[config.mk]
export PLATFORM = sky130hd
export DESIGN_NAME = display_capture
export DESIGN_NICKNAME = d
export VERILOG_FILES = /design/src/rtl/display_capture.sv
export SDC_FILE = /design/constraint.sdc
export NUM_CORES = 1
export LEC_CHECK = 0
export CORE_MARGIN = 1.5
export CORE_UTILIZATION = 41
export CTS_BUF_LIST = sky130_fd_sc_hd__clkbuf_2
export CTS_CLUSTER_SIZE = 25
export DETAILED_ROUTE_END_ITERATION = 10
export SYNTH_ARGS = -nofsm -noshare
export SYNTH_HDL_FRONTEND = slang
export SYNTH_SLANG_ARGS = --single-unit
[constraint.sdc]
create_clock -name clock -period 2.2 [get_ports clock]
set_clock_uncertainty 0.05 [all_clocks]
set_input_delay 0.44 -clock clock [delete_from_list [all_inputs] [get_ports clock]]
set_output_delay 0.44 -clock clock [all_outputs]
set_load 0.03 [all_outputs]
[src/rtl/display_capture.sv]
// Purpose: receive-side mirror of the multiplexed 7-segment driver; rebuilds hex frame + radix points from scanned lines.
// Latency: slot captured SETTLE_CYCLES+1 edges after its strobe appears; completed frame published one edge after the last capture.
// Backpressure: none; free-running observer, frame_valid_o is a one-cycle pulse with no ready handshake.
module display_capture #(
    parameter int NUM_DIGITS    = 8,
    parameter int ACTIVE_LOW    = 1,
    parameter int SETTLE_CYCLES = 2
) (
    input  logic                      clock,
    input  logic                      reset,
    input  logic [NUM_DIGITS-1:0]     digit,
    input  logic [7:0]                segment,
    output logic [4*NUM_DIGITS-1:0]   value_o,
    output logic [NUM_DIGITS-1:0]     point_o,
    output logic                      frame_valid_o,
    output logic                      strobe_err_o,
    output logic                      pattern_err_o
);

    localparam logic [3:0] SETTLE_MAX = 4'(SETTLE_CYCLES);

    typedef enum logic [1:0] {
        IDLE   = 2'd0,
        SETTLE = 2'd1,
        HELD   = 2'd2
    } state_t;

    // Active-high views of the raw lines
    logic [NUM_DIGITS-1:0] digit_norm;
    logic [7:0]            seg_norm;

    assign digit_norm = (ACTIVE_LOW != 0) ? ~digit   : digit;
    assign seg_norm   = (ACTIVE_LOW != 0) ? ~segment : segment;

    // Sample stage and one-deep history for the stability compare
    logic [NUM_DIGITS-1:0] samp_digit;
    logic [7:0]            samp_seg;
    logic [NUM_DIGITS-1:0] prev_digit;
    logic [7:0]            prev_seg;

    // FSM and settle counter
    state_t     state;
    state_t     state_nxt;
    logic [3:0] settle_cnt;
    logic [3:0] settle_cnt_nxt;
    logic       capture;

    // Frame assembly
    logic [4*NUM_DIGITS-1:0] shadow_val;
    logic [NUM_DIGITS-1:0]   shadow_pt;
    logic [NUM_DIGITS-1:0]   seen;
    logic [NUM_DIGITS-1:0]   cap_mask;
    logic                    seen_full;

    logic       stable;
    logic       blank;
    logic       onehot;
    logic [4:0] glyph_dec;

    // Map an active-high gfedcba pattern to {illegal, nibble}
    function automatic logic [4:0] decode_glyph(input logic [6:0] g);
        logic [4:0] r;
        case (g)
            7'h3F:   r = {1'b0, 4'h0};
            7'h06:   r = {1'b0, 4'h1};
            7'h5B:   r = {1'b0, 4'h2};
            7'h4F:   r = {1'b0, 4'h3};
            7'h66:   r = {1'b0, 4'h4};
            7'h6D:   r = {1'b0, 4'h5};
            7'h7D:   r = {1'b0, 4'h6};
            7'h07:   r = {1'b0, 4'h7};
            7'h7F:   r = {1'b0, 4'h8};
            7'h6F:   r = {1'b0, 4'h9};
            7'h77:   r = {1'b0, 4'hA};
            7'h7C:   r = {1'b0, 4'hB};
            7'h39:   r = {1'b0, 4'hC};
            7'h5E:   r = {1'b0, 4'hD};
            7'h79:   r = {1'b0, 4'hE};
            7'h71:   r = {1'b0, 4'hF};
            default: r = {1'b1, 4'h0};
        endcase
        return r;
    endfunction

    assign stable    = (samp_digit == prev_digit) && (samp_seg == prev_seg);
    assign blank     = (samp_digit == '0);
    assign onehot    = !blank && ((samp_digit & (samp_digit - NUM_DIGITS'(1))) == '0);
    assign glyph_dec = decode_glyph(samp_seg[6:0]);
    assign cap_mask  = (capture && onehot) ? samp_digit : '0;
    assign seen_full = &seen;

    // Register normalised inputs and keep the previous sample
    always_ff @(posedge clock) begin
        if (reset) begin
            samp_digit <= '0;
            samp_seg   <= '0;
            prev_digit <= '0;
            prev_seg   <= '0;
        end else begin
            samp_digit <= digit_norm;
            samp_seg   <= seg_norm;
            prev_digit <= samp_digit;
            prev_seg   <= samp_seg;
        end
    end

    // FSM state and settle counter register
    always_ff @(posedge clock) begin
        if (reset) begin
            state      <= IDLE;
            settle_cnt <= '0;
        end else begin
            state      <= state_nxt;
            settle_cnt <= settle_cnt_nxt;
        end
    end

    // Next state: settle on a new strobe, capture once the sample has held long enough
    always_comb begin
        state_nxt      = state;
        settle_cnt_nxt = settle_cnt;
        capture        = 1'b0;
        case (state)
            IDLE: begin
                if (!blank) begin
                    state_nxt      = SETTLE;
                    settle_cnt_nxt = '0;
                end
            end
            SETTLE: begin
                if (blank) begin
                    state_nxt      = IDLE;
                    settle_cnt_nxt = '0;
                end else if (!stable) begin
                    settle_cnt_nxt = '0;
                end else if ((settle_cnt + 4'd1) >= SETTLE_MAX) begin
                    // This stable sample is the last one needed: capture now
                    capture        = 1'b1;
                    state_nxt      = HELD;
                    settle_cnt_nxt = SETTLE_MAX;
                end else begin
                    settle_cnt_nxt = settle_cnt + 4'd1;
                end
            end
            HELD: begin
                if (blank) begin
                    state_nxt      = IDLE;
                    settle_cnt_nxt = '0;
                end else if (!stable) begin
                    state_nxt      = SETTLE;
                    settle_cnt_nxt = '0;
                end
            end
            default: begin
                state_nxt      = IDLE;
                settle_cnt_nxt = '0;
            end
        endcase
    end

    // Shadow frame: one-hot captures write the addressed nibble and point
    always_ff @(posedge clock) begin
        if (reset) begin
            shadow_val <= '0;
            shadow_pt  <= '0;
        end else begin
            for (int i = 0; i < NUM_DIGITS; i++) begin
                if (cap_mask[i]) begin
                    shadow_val[4*i +: 4] <= glyph_dec[3:0];
                    shadow_pt[i]         <= samp_seg[7];
                end
            end
        end
    end

    // Frame publish, seen tracking and sticky errors; a capture on the clear edge joins the new frame
    always_ff @(posedge clock) begin
        if (reset) begin
            seen          <= '0;
            value_o       <= '0;
            point_o       <= '0;
            frame_valid_o <= 1'b0;
            strobe_err_o  <= 1'b0;
            pattern_err_o <= 1'b0;
        end else begin
            seen          <= (seen_full ? '0 : seen) | cap_mask;
            frame_valid_o <= seen_full;
            if (seen_full) begin
                value_o <= shadow_val;
                point_o <= shadow_pt;
            end
            if (capture && !onehot) begin
                strobe_err_o <= 1'b1;
            end
            if (capture && onehot && glyph_dec[4]) begin
                pattern_err_o <= 1'b1;
            end
        end
    end

endmodule

==> After elaboration in Yosys (flattened, before gate mapping) <==
Index checks and enable logic that the tools add are counted.
{ "totals": {"register_bits": 129, "latch_bits": 0, "ram_bits": 0, "mem_bits_ro": 0, "input_bits": 18, "word_cells": 93, "n_memories": 0} }
{ "op_classes": {"add_sub_neg": 2, "n_mul": 0, "div_mod_pow": 0, "magnitude_cmp": 1, "n_eq_ne": 24, "n_shift": 0, "muxes": 21, "n_bitwise": 4, "n_reduce_logical": 13} }
{ "ops": {"columns": ["cell", "count"], "rows": [
  ["7-bit == test (second input constant)", 12],
  ["5-bit one-hot mux with 16 select lines", 1],
  ["4-bit 2-to-1 mux", 6],
  ["8-bit == test", 2],
  ["8-bit logical NOT", 2],
  ["8-bit 2-to-1 mux", 2],
  ["8-bit inverter", 2],
  ["7-bit by 3-bit == test with 1-bit output (second input constant)", 2],
  ["7-bit by 6-bit == test with 1-bit output (second input constant)", 2],
  ["2-bit 2-to-1 mux", 6],
  ["4-bit one-hot mux with 3 select lines", 1],
  ["3-bit inequality test (second input constant)", 3],
  ["8-bit bitwise AND", 1],
  ["8-bit OR", 1],
  ["8-bit AND reduction", 1],
  ["8-bit by 1-bit subtractor with 8-bit output (second input constant)", 1],
  ["2-bit one-hot mux with 3 select lines", 1],
  ["1-bit logical AND", 5],
  ["4-bit by 1-bit adder with 4-bit output (second input constant)", 1],
  ["4-bit by 2-bit >= comparator with 1-bit output (second input constant)", 1],
  ["1-bit 2-to-1 mux", 4],
  ["4-bit AND reduction", 1],
  ["2-bit by 1-bit == test with 1-bit output (second input constant)", 1],
  ["2-bit == test (second input constant)", 1],
  ["4 further kinds", 5]
]} }

==> Depth between registers and ports, before layout <==
Gate-level depths: netlist (run 1).
{ "logic_depth": {"depth_word": 9, "depth_mapped": 10} }

==> Least setup slack after synthesis (run 1) <==
OpenSTA, ideal clock, no wires.
{ "synth_path": {"kind": "flip-flop to flip-flop", "from": "register settle_cnt[1]", "to": "register shadow_val[15]", "setup_time_ns": 0.079, "arrival_time_ns": 2.244, "setup_slack_ns": -0.173, "stages_incl_launch_ff": 11, "path_buffers": 2, "period_less_slack_ns": 2.373, "path_cell_list": "dfxtp_1 -> inv_1 -> ha_1 -> nor2b_1 -> a31oi_1 -> o41a_1 -> clkbuf_1 -> nand4_1 -> or3b_1 -> buf_2 -> a211oi_2"} }
{ "synth_via": {"elab_chain_cells": 8} }
{ "synth_rtl": {"columns": ["item", "line_no", "rtl"], "rows": [
  ["from (decl)", "44", "logic [3:0] settle_cnt;"],
  ["from (signal assigned)", "114", "settle_cnt <= settle_cnt_nxt;"],
  ["4-bit by 1-bit adder with 4-bit output", "136", "end else if ((settle_cnt + 4'd1) >= SETTLE_MAX) begin"],
  ["4-bit by 2-bit >= comparator with 1-bit output", "136", null],
  ["1-bit 2-to-1 mux", "136", null],
  ["1-bit 2-to-1 mux", "134", "end else if (!stable) begin"],
  ["1-bit 2-to-1 mux", "131", "if (blank) begin"],
  ["1-bit 2-to-1 mux", "123", "case (state)"],
  ["1-bit logical AND", "89", "assign cap_mask = (capture && onehot) ? samp_digit : '0;"],
  ["8-bit 2-to-1 mux", "89", null],
  ["to (signal, indexed assignment)", "169", "shadow_val[4*i +: 4] <= glyph_dec[3:0];"],
  ["to (decl)", "49", "logic [4*NUM_DIGITS-1:0] shadow_val;"]
]} }
No other way between the ends.
A chain may end at the register's enable or synchronous reset.

==> Worst setup path in the final report (run 1) <==
{ "layout_path": {"from": "register samp_digit[1]", "to": "register shadow_val[13]"} }
{ "layout_via": {"elab_chain_cells": 7, "word_cells_on_any_way": 13, "classes_between": "1 x add/sub; 1 x eq/ne; 4 x mux; 1 x bitwise; 6 x reduce/logical"} }
{ "layout_rtl": {"columns": ["item", "line_no", "rtl"], "rows": [
  ["from (decl)", "36", "logic [NUM_DIGITS-1:0] samp_digit;"],
  ["from (signal assigned)", "100", "samp_digit <= digit_norm;"],
  ["parallel branches: the longest is 5 deep, another holds 8-bit by 1-bit subtractor with 8-bit output", null, null],
  ["1-bit logical AND *", "89", null],
  ["8-bit 2-to-1 mux *", "89", null]
]} }
Every way passes the cells marked *.

==> results of run 1 <==
power groups by stage:
stage | Clock [µW] | Combinational, µW | Sequential [µW]
final | 1230 | 273 | 2390
after global routing | 1370 | 300 | 2400
after CTS | 1270 | 267 | 2390
after detailed placement | 0 | 264 | 2440
after global placement | 0 | 261 | 2440
after floorplan | 0 | 174 | 2430
worst register-to-register path: stages, from the launching register on:
cell and delay [ns]:
dfxtp_2 0.37, or4_4 0.55, mux2i_2 0.17, nand3_1 0.11, nand4_1 0.17, or3b_4 0.50
mux2i_1 0.15
what timing repair did:
action | in CTS | in global routing
hold buffers | 0 | 0
endpoints found under the setup margin | 50 | 36
cloned | 0 | 1
pin swaps | 0 | 5
setup buffers | 0 | 1
resized for setup | 46 | 24
sequential cells by signal (all words and copies together) (netlist names):
name           cells
frame_valid_o      1
samp_seg           8
pattern_err_o      1
samp_digit         8
shadow_val        32
settle_cnt         4
prev_digit         8
seen               8
value_o           32
point_o            8
strobe_err_o       1
prev_seg           8
shadow_pt          8
state              2
placed cells by master, fill, tap and decap left out, types with 2 or more instances in the layout:
| master | n |
|---|---|
| clkinv_1 | 4 |
| a21o_1 | 2 |
| nor4b_1 | 2 |
| buf_4 | 41 |
| a31oi_1 | 3 |
| a21oi_1 | 53 |
| clkinv_2 | 5 |
| o22ai_1 | 3 |
| clkdlybuf4s50_1 | 16 |
| nor4b_2 | 3 |
| nand3_1 | 25 |
| dfxtp_4 | 2 |
| buf_6 | 4 |
| o21ai_0 | 28 |
| nand2_1 | 113 |
| or3_4 | 2 |
| mux2i_1 | 17 |
| xnor2_2 | 2 |
| nand2b_1 | 4 |
| nand4_1 | 13 |
| nor4_1 | 5 |
| nor2b_1 | 16 |
| and2_1 | 2 |
| dfxtp_2 | 6 |
| buf_2 | 2 |
| clkbuf_2 | 18 |
| nor2_1 | 36 |
| xnor2_1 | 15 |
| nand4b_1 | 2 |
| clkinvlp_4 | 3 |
| dfxtp_1 | 121 |
| dlygate4sd2_1 | 43 |
| inv_1 | 7 |
| and3b_1 | 2 |
| or2_2 | 2 |
| and3_1 | 2 |
| nor3b_1 | 3 |
layer usage:
metal | GRT usage | up-vias | share of wire
met4 | 0.07417 | 0 | 0.013
li1 | - | 2111 | -
met5 | 0 | - | 0
met3 | 0.04821 | 11 | 0.035
met2 | 0.3135 | 87 | 0.48
met1 | 0.2356 | 1918 | 0.47
metrics by stage:
| stage | instance area [µm²] | power (µW) | TNS [ns] | worst slack [ns] | cells |
|---|---|---|---|---|---|
| final | 6156 | 3894 | 0 | 0.03321 | 812 |
| after global routing | 6156 | 4068 | -0.5802 | -0.09651 | 812 |
| after CTS | 6066 | 3926 | 0 | 0.01190 | 811 |
| after detailed placement | 5918 | 2705 | -0.08843 | -0.03844 | 780 |
| after global placement | 5918 | 2700 | 0 | 0.02037 | 780 |
| after floorplan | 5001 | 2603 | -0.0009031 | -0.0009031 | 571 |
final timing paths:
path	start	slack (ns)	endpoint
hold / removal	segment[7]	0.20	samp_seg[7]
hold reg to reg	shadow_val[1]	0.41	value_o[1]
setup reg to reg	samp_digit[1]	0.03	shadow_val[13]
setup / recovery	samp_digit[1]	0.03	shadow_val[13]
kinds of logic (layout without fill, tap and decap cells):
group | after synthesis | in the layout | share of synthesized area
xor+xnor | 18 | 18 | 0.03161
mux | 19 | 19 | 0.03838
compound gates | 105 | 105 | 0.1197
flops | 129 | 129 | 0.5178
buf+inv | 52 | 146 | 0.04490
fa+ha+maj | 3 | 3 | 0.007024
simple gates | 245 | 245 | 0.2406
final cells by class:
type                    count  area share
inverters                   9    0.005488
clock inverters            13     0.01585
well taps                 147     0.02988
repair buffers            106      0.1461
clock buffers              18     0.01463
flip-flops and latches    129      0.4220
multi-input cells         390      0.3661
==> key figures, run 1 <==
Yosys
  • Synth Cell Area: 4987 µm²
  • EDFF count, synth: 0
  • Syn nets: 591
  • Cell taking the most area after synthesis: dfxtp_1
  • Post-synthesis async set-or-reset flop share: 0
  • Post-Syn Instances: 571
  • Seq cells post-synth: 129
  • Synth Warn #: 0
  • Syn avg cell area: 8.734 µm²
  • Post-synthesis sequential area ratio: 0.5178
  • Top post-synthesis cells by area: dfxtp_1, nand2_1, a21oi_1
  • Most used flip-flop cell after synthesis: dfxtp_1
  • Most numerous cell in the Yosys netlist: dfxtp_1
  • Yosys cell types: 60
  • Share of the synthesized area in the top cell type: 0.5178
  • Commonest cells post-synth: dfxtp_1, nand2_1, a21oi_1

Cells and area
  • Reg area: 2597 µm²
  • Synthesis-to-layout area growth: 23.43%
  • FILL cells: 1153
  • Post-route core utilization: 0.5146
  • ANT cells: 0
  • Area occupied by multi-input gates: 2253 µm²
  • Final nets: 673
  • Share of layout cells above drive strength 1: 0.1624

Global route
  • All-Layer GR Usage: 0.1888
  • Pin count of the biggest net entering global routing: 61
  • First-pass GRT wire length: 19.08 mm
  • Vias in the first global route: 3951
  • Antenna violations before repair: 0
  • Overflow after GRT: 0

Route
  • Drt wl/cell: 14.08 µm
  • WL final: 11.43 mm
  • DRC viols: 0
  • Drt pass-1 iters: 4
  • Vias per cell: 5.083
  • Vias: 4127
  • Drt initial violations: 243
  • ANT nets after route: 0

Timing
  • Number of hold violations in the final report: 0
  • Worst hold slack: 0.2048 ns
  • Slew Viols, Final: 0
  • Number of setup violations in the final report: 0
  • Highest clock rate: 461.5 MHz
  • Unrepaired setup endpoints after global routing: true
  • Slew HR: 0.4107
  • Worst-Margin Slew: 0.8839 ns
  • Crit share post-route: 0.9849
  • Tmin final: 2.167 ns

Floorplan
  • Top Ports: 61
  • FP Rows: 40
  • Initial Utilization: 0.4169
  • Die area: 12830 µm²
  • Die W: 113.3 µm
  • Core area: 11960 µm²
  • Die height: 113.3 µm

Clock network
  • Clk_lat worst skew: 0.69 ns
  • Clk pin slew, worst setup/hold paths: 0.19 ns
  • CTS root buf: clkbuf_2
  • Number of buffers created by CTS: 17
  • Sink Count: 129
  • CTS H-tree depth: 4
  • CTS tree: yes
  • Max clock buf depth: 2

Setup path
  • Crit path arrival time: 2.70 ns
  • Setup crit start kind: flip-flop
  • Crit-path max cell delay: 0.55 ns
  • Slowest-stage cell, CP: or4_4
  • Worst endpoint required time: 2.73 ns
  • Setup crit end kind: flip-flop
  • Buf/Inv on CP: 0
  • Critical path class: flip-flop to flip-flop
  • Reg2reg path depth: 6
  • Worst path cell trace: or4_4 > mux2i_2 > nand3_1 > nand4_1 > or3b_4 > mux2i_1
  • Cell family with most CP delay: simple AND/OR/NAND/NOR gates
  • CP Depth: 6
  • Worst Path Max Fanout: 6

Power
  • Internal power: 2884 µW
  • Sw Share: 0.2594
  • Peak supply drop: 327.4 µV
  • Leakage: 0.002504 µW
  • Gate power share: 0.070
  • Sequential share of power: 0.615
  • NetSw: 1010 µW
  • Clk pwr share: 0.315
  • Power Density: 632.6 nW/µm²

Worst hold path
  • Cell count of the worst hold path: 2
  • Worst Hold Class: primary input to flip-flop

Outcome
  • Status: complete, no violations

Placement
  • PortBufs: 60
  • Final HPWL DP: 7.757 mm
  • GP Congestion: 0.8106

Run
  • Max cap viols: 0
Power figures use the tool's default switching activity.
==> inputs of run 2 (changes only) <==
- clock period: 2.2 -> 1.9 ns (I/O delays scaled with it)
==> key figures, run 2 (synthesized netlist as in run 1, its figures left out) <==
Placement
  • PortBufs: 60
  • GP Congestion: 0.8316
  • Final HPWL DP: 7.893 mm
  • Placed cells: 784

Power
  • Sequential share of power: 0.590
  • Clk pwr share: 0.335
  • Sw Share: 0.2532
  • Gate power share: 0.075
  • Leakage: 0.002546 µW
  • Peak supply drop: 440.3 µV
  • Internal power: 3512 µW
  • NetSw: 1191 µW
  • Power Density: 718.9 nW/µm²

Timing
  • Setup TNS: -8.237 ns
  • Slew HR: 0.4098
  • Tmin final: 2.244 ns
  • Worst setup margin: -0.3444 ns
  • Highest clock rate: 445.6 MHz
  • Unrepaired setup endpoints after global routing: true
  • Slew Viols, Final: 0
  • Number of hold violations in the final report: 0
  • Worst-Margin Slew: 0.8853 ns
  • Crit share post-route: 1.181
  • Number of setup violations in the final report: 48

Global route
  • Vias in the first global route: 4038
  • First-pass GRT wire length: 19.52 mm
  • Pin count of the biggest net entering global routing: 50
  • All-Layer GR Usage: 0.1950
  • Overflow after GRT: 0
  • Antenna violations before repair: 0

Route
  • DRC viols: 0
  • Drt pass-1 iters: 5
  • WL final: 11.97 mm
  • Vias: 4248
  • Drt initial violations: 184
  • ANT nets after route: 0
  • Drt wl/cell: 14.39 µm
  • Vias per cell: 5.106

Setup path
  • Setup crit start kind: flip-flop
  • Worst endpoint required time: 2.46 ns
  • Setup crit end kind: flip-flop
  • Critical path class: flip-flop to flip-flop
  • Critical path origin: samp_digit[3]
  • R2r startpoint: samp_digit[3]
  • Worst Path Max Fanout: 6
  • Crit path arrival time: 2.81 ns
  • Worst R2R Setup Slack: -0.34 ns
  • CP endpoint: shadow_val[9]
  • Reg2reg path depth: 7
  • Crit Reg-Reg Endpoint: shadow_val[9]

Floorplan
  • Top Ports: 61
  • Die W: 113.3 µm
  • Die area: 12830 µm²
  • Initial Utilization: 0.4169
  • FP Rows: 40
  • Core area: 11960 µm²
  • Die height: 113.3 µm

Cells and area
  • Most frequent cells in the layout: dfxtp_1, nand2_1, a21oi_1
  • Share of layout cells above drive strength 1: 0.3080
  • Final std cells w/o fill: 832
  • Commonest non-fill, non-tap cell in the layout: dfxtp_1
  • Synthesis-to-layout area growth: 31.16%
  • FILL cells: 1115
  • ANT cells: 0
  • Final nets: 692
  • Largest regs: shadow_val: 32 flops, value_o: 32 flops

Worst hold path
  • Worst Hold Class: primary input to flip-flop

Clock network
  • Max clock buf depth: 2
  • Clk_lat worst skew: 0.71 ns
  • CTS root buf: clkbuf_2
  • Number of buffers created by CTS: 17
  • Clk pin slew, worst setup/hold paths: 0.17 ns
  • Sink Count: 129
  • CTS tree: yes
  • CTS H-tree depth: 4

Outcome
  • Status: finished, violations left
  • Failing checks: negative setup slack

Run
  • Max cap viols: 0
## run 2: how the worst min path moves through the flow
stage | start | to | cells after the start
6_report | segment[3] | samp_seg[3] | 2
5_1_grt | segment[3] | samp_seg[3] | 2
4_1_cts | segment[3] | samp_seg[3] | 2
3_5_place_dp | seen[6] | seen[6] | 2
3_3_place_gp | seen[1] | seen[1] | 2
2_1_floorplan | shadow_pt[4] | point_o[4] | 2
## run 2: area by class of cell
cell class | instances | area [µm²] | area share
clock buffers | 20 | 100.1 | 0.01530
multi-input cells | 390 | 2491 | 0.3808
clock inverters | 12 | 117.6 | 0.01798
flip-flops and latches | 129 | 2604 | 0.3980
well taps | 147 | 183.9 | 0.02812
repair buffers | 125 | 1011 | 0.1546
inverters | 9 | 33.78 | 0.005165
## run 2: power by group through the flow
stage          clock network [µW]  logic (µW)  registers [µW]
5_1_grt                      1770         382            2780
6_report                     1580         351            2780
3_3_place_gp                    0         306            2830
4_1_cts                      1630         322            2770
3_5_place_dp                    0         307            2830
2_1_floorplan                   0         204            2810
## run 2: layer usage
metal  routed length (µm)  up-vias  global-route usage
met4                  148        0             0.06500
met1                 5350     1999              0.2370
met3                  484       16             0.05624
met2                 5990       85              0.3325
met5                    0        -                   0
li1                     -     2148                   -
## run 2: metrics by stage
stage / total power (µW) / hold WS (ns) / util / instance area (µm²) / worst slack [ns]
2_1_floorplan: 3015 / 0.3816 / - / 5012 / -0.2967
3_3_place_gp: 3133 / 0.3898 / 0.4980 / 5957 / -0.3358
5_1_grt: 4935 / 0.02049 / 0.5469 / 6541 / -0.4152
3_5_place_dp: 3136 / 0.3959 / 0.4980 / 5957 / -0.3874
6_report: 4703 / 0.1304 / 0.5469 / 6541 / -0.3444
4_1_cts: 4721 / 0.06071 / 0.5405 / 6465 / -0.3159
## run 2: worst max-delay path: stages, from the launching register on
cell	delay (ns)
dfxtp_2	0.36
buf_6	0.11
or4_4	0.49
mux2i_2	0.18
nand3_1	0.13
nand4_1	0.16
or3_4	0.47
mux2i_1	0.20
## run 2: what timing repair did
item	4_1_cts	5_1_grt
pin swaps	17	15
resized for setup	189	115
hold buffers	0	1
endpoints found under the hold margin	0	5
setup buffers	11	5
endpoints found under the setup margin	99	87
gates cloned	0	2
==> inputs of run 3 (changes only) <==
- clock period: 1.9 -> 2.9 ns (I/O delays scaled with it)
==> key figures, run 3 (synthesized netlist as in run 1, its figures left out) <==
Power
  • Sw Share: 0.2444
  • Clk pwr share: 0.384
  • Gate power share: 0.051
  • Tot Pwr: 3234 µW
  • Internal power: 2444 µW
  • Power Density: 543.4 nW/µm²
  • Peak supply drop: 378.8 µV
  • NetSw: 790.5 µW
  • Sequential share of power: 0.565
  • Leakage: 0.002150 µW

Cells and area
  • Final nets: 638
  • Synthesis-to-layout area growth: 19.34%
  • Commonest non-fill, non-tap cell in the layout: dfxtp_1
  • Most frequent cells in the layout: dfxtp_1, nand2_1, clkdlybuf4s50_1
  • ANT cells: 0
  • Share of layout cells above drive strength 1: 0.08716
  • Largest regs: shadow_val: 32 flops, value_o: 32 flops

Floorplan
  • FP Rows: 40
  • Initial Utilization: 0.4169
  • Top Ports: 61
  • Die area: 12830 µm²
  • Core area: 11960 µm²
  • Die height: 113.3 µm
  • Die W: 113.3 µm

Route
  • Routed met3 length: 516 µm
  • Met2 wire length: 5.201 mm
  • Routed length on met1: 5.327 mm
  • Highest routed metal layer: met4
  • Drt wl/cell: 14.52 µm
  • Drt pass-1 iters: 4
  • DRC viols: 0
  • ANT nets after route: 0
  • Drt initial violations: 220
  • Vias: 4028
  • WL final: 11.30 mm
  • Vias per cell: 5.177

Clock network
  • Number of buffers created by CTS: 17
  • Sink Count: 129
  • CTS tree: yes
  • CTS H-tree depth: 4
  • Hold-fix buffers at CTS: 0
  • CTS resizes: 0
  • Max clock buf depth: 2
  • Clk pin slew, worst setup/hold paths: 0.19 ns
  • Post-CTS Setup Bufs: 0
  • CTS root buf: clkbuf_2
  • Clk_lat worst skew: 0.69 ns

Timing
  • Worst-Margin Slew: 0.9290 ns
  • Setup TNS: 0 ns
  • Tmin final: 2.608 ns
  • Number of setup violations in the final report: 0
  • Slew Viols, Final: 0
  • Slew HR: 0.3807
  • Unrepaired setup endpoints after global routing: false
  • Highest clock rate: 383.5 MHz
  • Crit share post-route: 0.8992
  • Number of hold violations in the final report: 0
  • Worst hold slack: 0.3316 ns

Global route
  • Vias in the first global route: 3805
  • All-Layer GR Usage: 0.1870
  • Overflow after GRT: 0
  • First-pass GRT wire length: 18.67 mm
  • Antenna violations before repair: 0
  • Pin count of the biggest net entering global routing: 98

Placement
  • Final HPWL DP: 7.500 mm
  • PortBufs: 60
  • GP Congestion: 0.7929

Setup path
  • Reg2reg path depth: 6
  • Worst endpoint required time: 3.48 ns
  • Worst Path Max Fanout: 9
  • Crit Reg-Reg Endpoint: shadow_val[15]
  • Crit path arrival time: 3.18 ns
  • Setup crit end kind: flip-flop
  • Setup crit start kind: flip-flop
  • R2r startpoint: samp_digit[7]
  • Critical path class: flip-flop to flip-flop
  • Worst R2R Setup Slack: 0.29 ns

Worst hold path
  • Cell count of the worst hold path: 3
  • Worst Hold Class: primary input to flip-flop
  • HP Start: reset
  • Endpoint, Worst Hold: shadow_val[7]

Outcome
  • Status: complete, no violations

Run
  • Max cap viols: 0
## run 3: worst max path at each step
stage / cells past startpoint / end / startpoint / slack, ns
4_1_cts: 6 / shadow_val[11] / samp_seg[2] / 0.32
3_3_place_gp: 6 / shadow_val[15] / samp_digit[7] / 0.35
5_1_grt: 6 / shadow_val[15] / samp_digit[7] / 0.04
2_1_floorplan: 10 / shadow_val[15] / settle_cnt[1] / 0.53
3_5_place_dp: 6 / shadow_val[11] / samp_seg[2] / 0.35
6_report: 6 / shadow_val[15] / samp_digit[7] / 0.29
## run 3: worst max-delay path, stage by stage, from the launching register on
cell and delay, ns:
dfxtp_1 0.58, nor4b_1 0.48, o21ai_0 0.22, nand3_1 0.19, nand4_1 0.19, or3b_1 0.59, a211oi_2 0.26
## run 3: metrics by stage
stage | cell area [µm²] | utilization | worst slack, ns | std cells
final | 5952 | 0.4976 | 0.2922 | 778
after detailed placement | 5674 | 0.4744 | 0.3506 | 746
after floorplan | 4987 | - | 0.5267 | 571
after global routing | 5952 | 0.4976 | 0.03669 | 778
after CTS | 5952 | 0.4976 | 0.3227 | 778
after global placement | 5674 | 0.4744 | 0.3521 | 746
## run 3: area by class of cell
| cell class | count | area, µm² |
|---|---|---|
| clock buffer | 18 | 90.09 |
| timing repair buffer | 71 | 690.7 |
| fill | 1173 | 6010 |
| multi-input combinational | 390 | 2183 |
| inverter | 9 | 33.78 |
| clock inverter | 14 | 187.7 |
| tap | 147 | 183.9 |
| sequential | 129 | 2582 |
## run 3: power by group through the flow
stage	Clock [µW]	Combinational, µW	Sequential (µW)
2_1_floorplan	0	132	1840
3_3_place_gp	0	166	1860
3_5_place_dp	0	165	1860
4_1_cts	1280	167	1830
5_1_grt	1370	183	1830
6_report	1240	166	1830
## run 3: routing by layer
layer / GRT usage / vias up
met2: 0.2974 / 111
li1: - / 2028
met4: 0.09083 / 0
met1: 0.2356 / 1871
met5: 0 / -
met3: 0.05088 / 18
